<file path="config.mk">
export PLATFORM = sky130hd
export DESIGN_NAME = uart_rx_flat
export DESIGN_NICKNAME = d
export VERILOG_FILES = /design/src/rtl/uart_rx_if.sv /design/src/rtl/uart_rx.sv /design/src/flat_wrapper.sv
export SDC_FILE = /design/constraint.sdc
export NUM_CORES = 1
export LEC_CHECK = 0
export ABC_AREA = 1
export CORE_MARGIN = 2
export CORE_UTILIZATION = 61
export DETAILED_ROUTE_END_ITERATION = 7
export HOLD_SLACK_MARGIN = 0.12
export PLACE_DENSITY = 0.85
export SYNTH_ARGS = -nofsm -noshare
export SYNTH_HDL_FRONTEND = slang
export SYNTH_SLANG_ARGS = --single-unit
export TNS_END_PERCENT = 50
</file>
<file path="constraint.sdc">
create_clock -name clk -period 5.8 [get_ports clk]
set_input_delay 0.87 -clock clk [delete_from_list [all_inputs] [get_ports clk]]
set_output_delay 0.87 -clock clk [all_outputs]
set_load 0.01 [all_outputs]
</file>
<file path="src/rtl/uart_rx_if.sv">
// Register-port bundle shared by the UART receiver and whatever drives its bus.
// The master drives strobes and write data; the slave returns read data and status.
interface uart_rx_if;
  logic       en;
  logic [1:0] addr;
  logic       re;
  logic       we;
  logic [7:0] wdata;
  logic [7:0] rdata;
  logic       rx_valid;
  logic       frame_err;

  modport master (
    output en, addr, re, we, wdata,
    input  rdata, rx_valid, frame_err
  );

  modport slave (
    input  en, addr, re, we, wdata,
    output rdata, rx_valid, frame_err
  );
endinterface

</file>
<file path="src/rtl/uart_rx.sv">
// 8N1 UART receiver with a 2-bit register port (RXDATA, STATUS, BAUD).
// Holds one received byte plus valid/framing/overrun flags until RXDATA is read.
module uart_rx #(
  parameter logic [7:0] DIV_RST = 8'd130
) (
  input  logic       clk,
  input  logic       rst,
  uart_rx_if.slave   bus,
  input  logic       rx,
  output logic [1:0] state_dbg
);

  typedef enum logic [1:0] {
    IDLE  = 2'd0,
    START = 2'd1,
    DATA  = 2'd2,
    STOP  = 2'd3
  } state_t;

  localparam logic [1:0] A_RXDATA = 2'b00;
  localparam logic [1:0] A_STATUS = 2'b01;
  localparam logic [1:0] A_BAUD   = 2'b10;

  logic       rx_meta, rx_s, rx_prev;
  state_t     state, state_n;
  logic [7:0] cnt, cnt_n;
  logic [2:0] bit_idx, bit_n;
  logic [7:0] shift, shift_n;
  logic [7:0] div_q, div_q_n;
  logic [7:0] div;
  logic [7:0] holding;
  logic       rx_valid_q, frame_err_q, overrun_q;

  logic       rd_clr;
  logic       valid_eff;
  logic       load_byte, set_ovr, set_ferr;

  // A read of RXDATA clears flags before this edge's new events are applied.
  assign rd_clr    = bus.re && (bus.addr == A_RXDATA);
  assign valid_eff = rx_valid_q && !rd_clr;

  always_ff @(posedge clk) begin
    if (rst) begin
      rx_meta <= 1'b1;
      rx_s    <= 1'b1;
      rx_prev <= 1'b1;
    end else begin
      rx_meta <= rx;
      rx_s    <= rx_meta;
      rx_prev <= rx_s;
    end
  end

  always_ff @(posedge clk) begin
    if (rst) begin
      state   <= IDLE;
      cnt     <= '0;
      bit_idx <= '0;
      shift   <= '0;
      div_q   <= DIV_RST;
    end else begin
      state   <= state_n;
      cnt     <= cnt_n;
      bit_idx <= bit_n;
      shift   <= shift_n;
      div_q   <= div_q_n;
    end
  end

  always_comb begin
    state_n   = state;
    cnt_n     = cnt;
    bit_n     = bit_idx;
    shift_n   = shift;
    div_q_n   = div_q;
    load_byte = 1'b0;
    set_ovr   = 1'b0;
    set_ferr  = 1'b0;
    case (state)
      IDLE: begin
        if ((div >= 8'd2) && rx_prev && !rx_s) begin
          state_n = START;
          cnt_n   = '0;
          div_q_n = div;
        end
      end
      START: begin
        // Half a bit in: a high line here means the edge was a glitch.
        if (cnt == (div_q >> 1) - 8'd1) begin
          cnt_n = '0;
          if (!rx_s) begin
            state_n = DATA;
            bit_n   = '0;
          end else begin
            state_n = IDLE;
          end
        end else begin
          cnt_n = cnt + 8'd1;
        end
      end
      DATA: begin
        if (cnt == div_q - 8'd1) begin
          cnt_n   = '0;
          shift_n = {rx_s, shift[7:1]};
          if (bit_idx == 3'd7) begin
            state_n = STOP;
          end else begin
            bit_n = bit_idx + 3'd1;
          end
        end else begin
          cnt_n = cnt + 8'd1;
        end
      end
      STOP: begin
        if (cnt == div_q - 8'd1) begin
          cnt_n   = '0;
          state_n = IDLE;
          if (rx_s) begin
            if (valid_eff) set_ovr = 1'b1;
            else           load_byte = 1'b1;
          end else begin
            set_ferr = 1'b1;
          end
        end else begin
          cnt_n = cnt + 8'd1;
        end
      end
      default: state_n = IDLE;
    endcase
    // Disabling abandons any frame in flight without touching held data.
    if (!bus.en) begin
      state_n   = IDLE;
      cnt_n     = '0;
      load_byte = 1'b0;
      set_ovr   = 1'b0;
      set_ferr  = 1'b0;
    end
  end

  always_ff @(posedge clk) begin
    if (rst) begin
      div         <= DIV_RST;
      holding     <= '0;
      rx_valid_q  <= 1'b0;
      frame_err_q <= 1'b0;
      overrun_q   <= 1'b0;
    end else begin
      if (bus.we && (bus.addr == A_BAUD)) div <= bus.wdata;
      if (load_byte) holding <= shift;
      rx_valid_q  <= load_byte || valid_eff;
      frame_err_q <= set_ferr || (frame_err_q && !rd_clr);
      overrun_q   <= set_ovr  || (overrun_q   && !rd_clr);
    end
  end

  always_comb begin
    bus.rdata = 8'h00;
    if (bus.re) begin
      case (bus.addr)
        A_RXDATA: bus.rdata = holding;
        A_STATUS: bus.rdata = {5'b0, overrun_q, frame_err_q, rx_valid_q};
        A_BAUD:   bus.rdata = div;
        default:  bus.rdata = 8'h00;
      endcase
    end
  end

  assign bus.rx_valid  = rx_valid_q;
  assign bus.frame_err = frame_err_q;
  assign state_dbg     = state;

endmodule

</file>
<file path="src/flat_wrapper.sv">
// flat-port wrapper written by rule: the top's interface ports become plain ports
module uart_rx_flat 
#(
  parameter logic [7:0] DIV_RST = 8'd130
)
  (clk, rst, rx, state_dbg, bus_en, bus_addr, bus_re, bus_we, bus_wdata, bus_rdata, bus_rx_valid, bus_frame_err);
  uart_rx_if bus_i ();
  input  logic clk;
  input  logic rst;
  input  logic rx;
  output logic [1:0] state_dbg;
  input wire logic [$bits(bus_i.en)-1:0] bus_en;
  input wire logic [$bits(bus_i.addr)-1:0] bus_addr;
  input wire logic [$bits(bus_i.re)-1:0] bus_re;
  input wire logic [$bits(bus_i.we)-1:0] bus_we;
  input wire logic [$bits(bus_i.wdata)-1:0] bus_wdata;
  output wire logic [$bits(bus_i.rdata)-1:0] bus_rdata;
  output wire logic [$bits(bus_i.rx_valid)-1:0] bus_rx_valid;
  output wire logic [$bits(bus_i.frame_err)-1:0] bus_frame_err;
  assign bus_i.en = bus_en;
  assign bus_i.addr = bus_addr;
  assign bus_i.re = bus_re;
  assign bus_i.we = bus_we;
  assign bus_i.wdata = bus_wdata;
  assign bus_rdata = bus_i.rdata;
  assign bus_rx_valid = bus_i.rx_valid;
  assign bus_frame_err = bus_i.frame_err;
  uart_rx #(.DIV_RST(DIV_RST)) u_core (.clk(clk), .rst(rst), .bus(bus_i), .rx(rx), .state_dbg(state_dbg));
endmodule
</file>
==> flow_summary.yaml <==
detailed_routing:
  drtIter0Drc: 253
  drc: 0
  wl_mm: 6.630
  vias_per_cell: 5.561
  num_vias: 2797
  dr.pass1.iters: 4
  ant_nets: 0
  wire_per_inst_um: 13.18
global_route:
  grt_use_total_pct: 27.89
  busiest_layer: "met2"
  grt_overflow: 0
  antenna_found_initial: 0
  met3_usage_pct: 4.641
  grt_max_degree: 28
  grt_pass1_wl_mm: 11.50
  grt_pass1_vias: 2566
  gr-usage-met2_pct: 46.60
  grtUsageMet1_pct: 37.11
run_status:
  status: "complete, no violations"
final_layout:
  n_antenna_cell: 0
  layout_commonest_cell: "nand2_1"
  fillCellCount: 355
  layout_common_cells: "100 x nand2_1, 61 x inv_1, 55 x nor2_1"
  nets: 471
  finalInstanceArea_um2: 3202
  layout-drive-gt1-share_pct: 4.213
  area_delta_synth_final_pct: 14.19
worst_setup_path:
  crit_required_ns: 4.93
  crit_type: "in -> out"
  start_kind: "input port"
  worst-path-max-fanout: 8
  cp-end-kind: "output port"
  arrival_ns: 2.74
cts:
  cts_resized: 0
  cts_buffer_depth: 2
  cts-root-buf: "clkbuf_8"
  cts.sinks: 51
  ctsHoldBuffers: 0
  path_clk_slew_ns: 0.10
  post_cts_buffers: 0
  cts_buffers: 5
  cts_tree: "built"
  worst_skew_pair.late_latency_ns: 0.31
  htreeDepth: 2
timing:
  finalCritPeriodShare_pct: 62.32
  tightestPinTransition_ns: 0.6887
  max_freq_mhz: 276.6
  finClkSkew_ns: 0.007006
  tns_ns: 0
  drv_slew: 0
  fin_crit_ns: 3.615
  relSlewSlack_pct: 54.04
  holdWs_ns: 0.4189
  rsz0062_at_grt: "false"
  setup_violations: 0
  hold_violations: 0
floorplanning:
  initial_core_util_pct: 63.96
  die_h_um: 71.80
  io_pins: 28
  fp.dieW_um: 71.80
  num_rows: 24
  coreArea_um2: 4384
  die-area_um2: 5155
power_and_ir_drop:
  power_density_nw_per_um2: 217.7
  p_leak_nw: 1.516
  peakVddDrop_mv: 0.1914
yosys:
  synth_warnings: 0
  syn_area_um2: 2804
  synth_area_leaders: "dfxtp_1 36%, nand2_1 13%, inv_1 8.2%"
  ys_types: 30
  synth_top_area_share_pct: 36.41
  syn_nets: 445
  ys_ff_latch: 51
  syn_avg_cell_area_um2: 6.613
  yosysTopAreaCell: "dfxtp_1"
  synth_cells: 424
  ys_seq_area_share_pct: 36.41
flow_run:
  drv_cap: 0
place:
  place_area_um2: 3090
  dp_hpwl_mm: 4.948
  port_buffers: 27
  routabilityCongestion: 0.9427
worst_hold_path:
  hold_path_class: "reg -> reg"
state kept, by name (all words and copies together), names as in the netlist, named ones only:
register,flops
u_core.cnt,8
u_core.div,8
u_core.div_q,8
u_core.holding,8
u_core.shift,8
u_core.bit_idx,3
u_core.bus.frame_err,1
u_core.bus.rx_valid,1
u_core.overrun_q,1
u_core.rx_meta,1
u_core.rx_prev,1
u_core.rx_s,1
u_core.state_dbg,1
metal layers:
layer / share of wire, % / vias up
li1: - / 1414
met1: 46 / 1289
met2: 48 / 85
met3: 5.2 / 9
met4: 1.3 / 0
met5: 0 / -
final timing paths:
path | depth (start not counted) | end | slack (ns) | start
worst min-delay path | 1 | u_core.rx_s | 0.42 | u_core.rx_meta
worst max register to register | 13 | u_core.bit_idx[1] | 3.48 | u_core.div_q[1]
worst max-delay path | 8 | bus_rdata[2] | 2.19 | bus_addr[1]
worst min register to register | 1 | u_core.rx_s | 0.42 | u_core.rx_meta
cell type report:
cell class	count	area (um^2)	share of cell area [%]
Sequential cell	51	1021	31.89
Inverter	63	236.5	7.386
Tap cell	52	65.06	2.032
Clock inverter	2	38.79	1.211
Multi-Input combinational cell	302	1498	46.78
Timing Repair Buffer	27	270.3	8.441
Clock buffer	6	72.57	2.267
logic make-up (layout without fill, tap and decap cells):
family,after synthesis,in the layout,share of synthesized area (%)
flip-flops,51,51,36.41
buffers and inverters,71,98,10.17
adder cells (fa/ha/maj),5,5,2.231
XOR/XNOR,11,11,3.436
AO/OA/AOI/OAI,70,70,13.65
AND/OR/NAND/NOR,216,216,34.09
worst max-delay path, cell delays in order:
cell             delay (ns)
clkdlybuf4s50_1        0.55
inv_1                  0.11
nor2_1                 0.15
inv_1                  0.16
o21ai_0                0.20
o21ai_0                0.11
inv_1                  0.07
clkdlybuf4s50_1        0.52
Yosys cell counts:
master,instances
a21oi_1,23
buf_6,1
clkbuf_1,5
clkbuf_2,1
clkbuf_8,1
dfxtp_1,51
ha_1,5
inv_1,61
inv_2,2
nand2_1,100
nand2_2,1
nand2_4,1
nand3_1,29
nand3_2,1
nand3_4,1
nand3b_1,1
nand4_1,8
nor2_1,55
nor2_2,1
nor3_1,6
nor3b_1,7
nor3b_2,1
o211ai_1,4
o21ai_0,36
o21ai_1,1
o32ai_1,5
o41ai_1,1
or2_2,4
xnor2_1,5
xor2_1,6
power by group:
part / total [W] / switching [W] / internal [W]
logic: 0.0000813 / 0.0000492 / 0.0000320
registers: 0.000364 / 0.00000732 / 0.000357
clock network: 0.000252 / 0.000121 / 0.000130
total: 0.000697 / 0.000178 / 0.000519
stage by stage:
stage               instances  total power (W)  setup slack [ns]  util [%]
CTS                       503        0.0006977             2.210     73.03
finish                    503        0.0006971             2.185     73.03
floorplan                 424        0.0004239             3.293         -
detailed placement        495        0.0004515             2.230     70.49
global placement          495        0.0004488             2.364     70.49
global route              503        0.0007245             2.018     73.03
No activity file was read; power rests on OpenSTA's default activity.
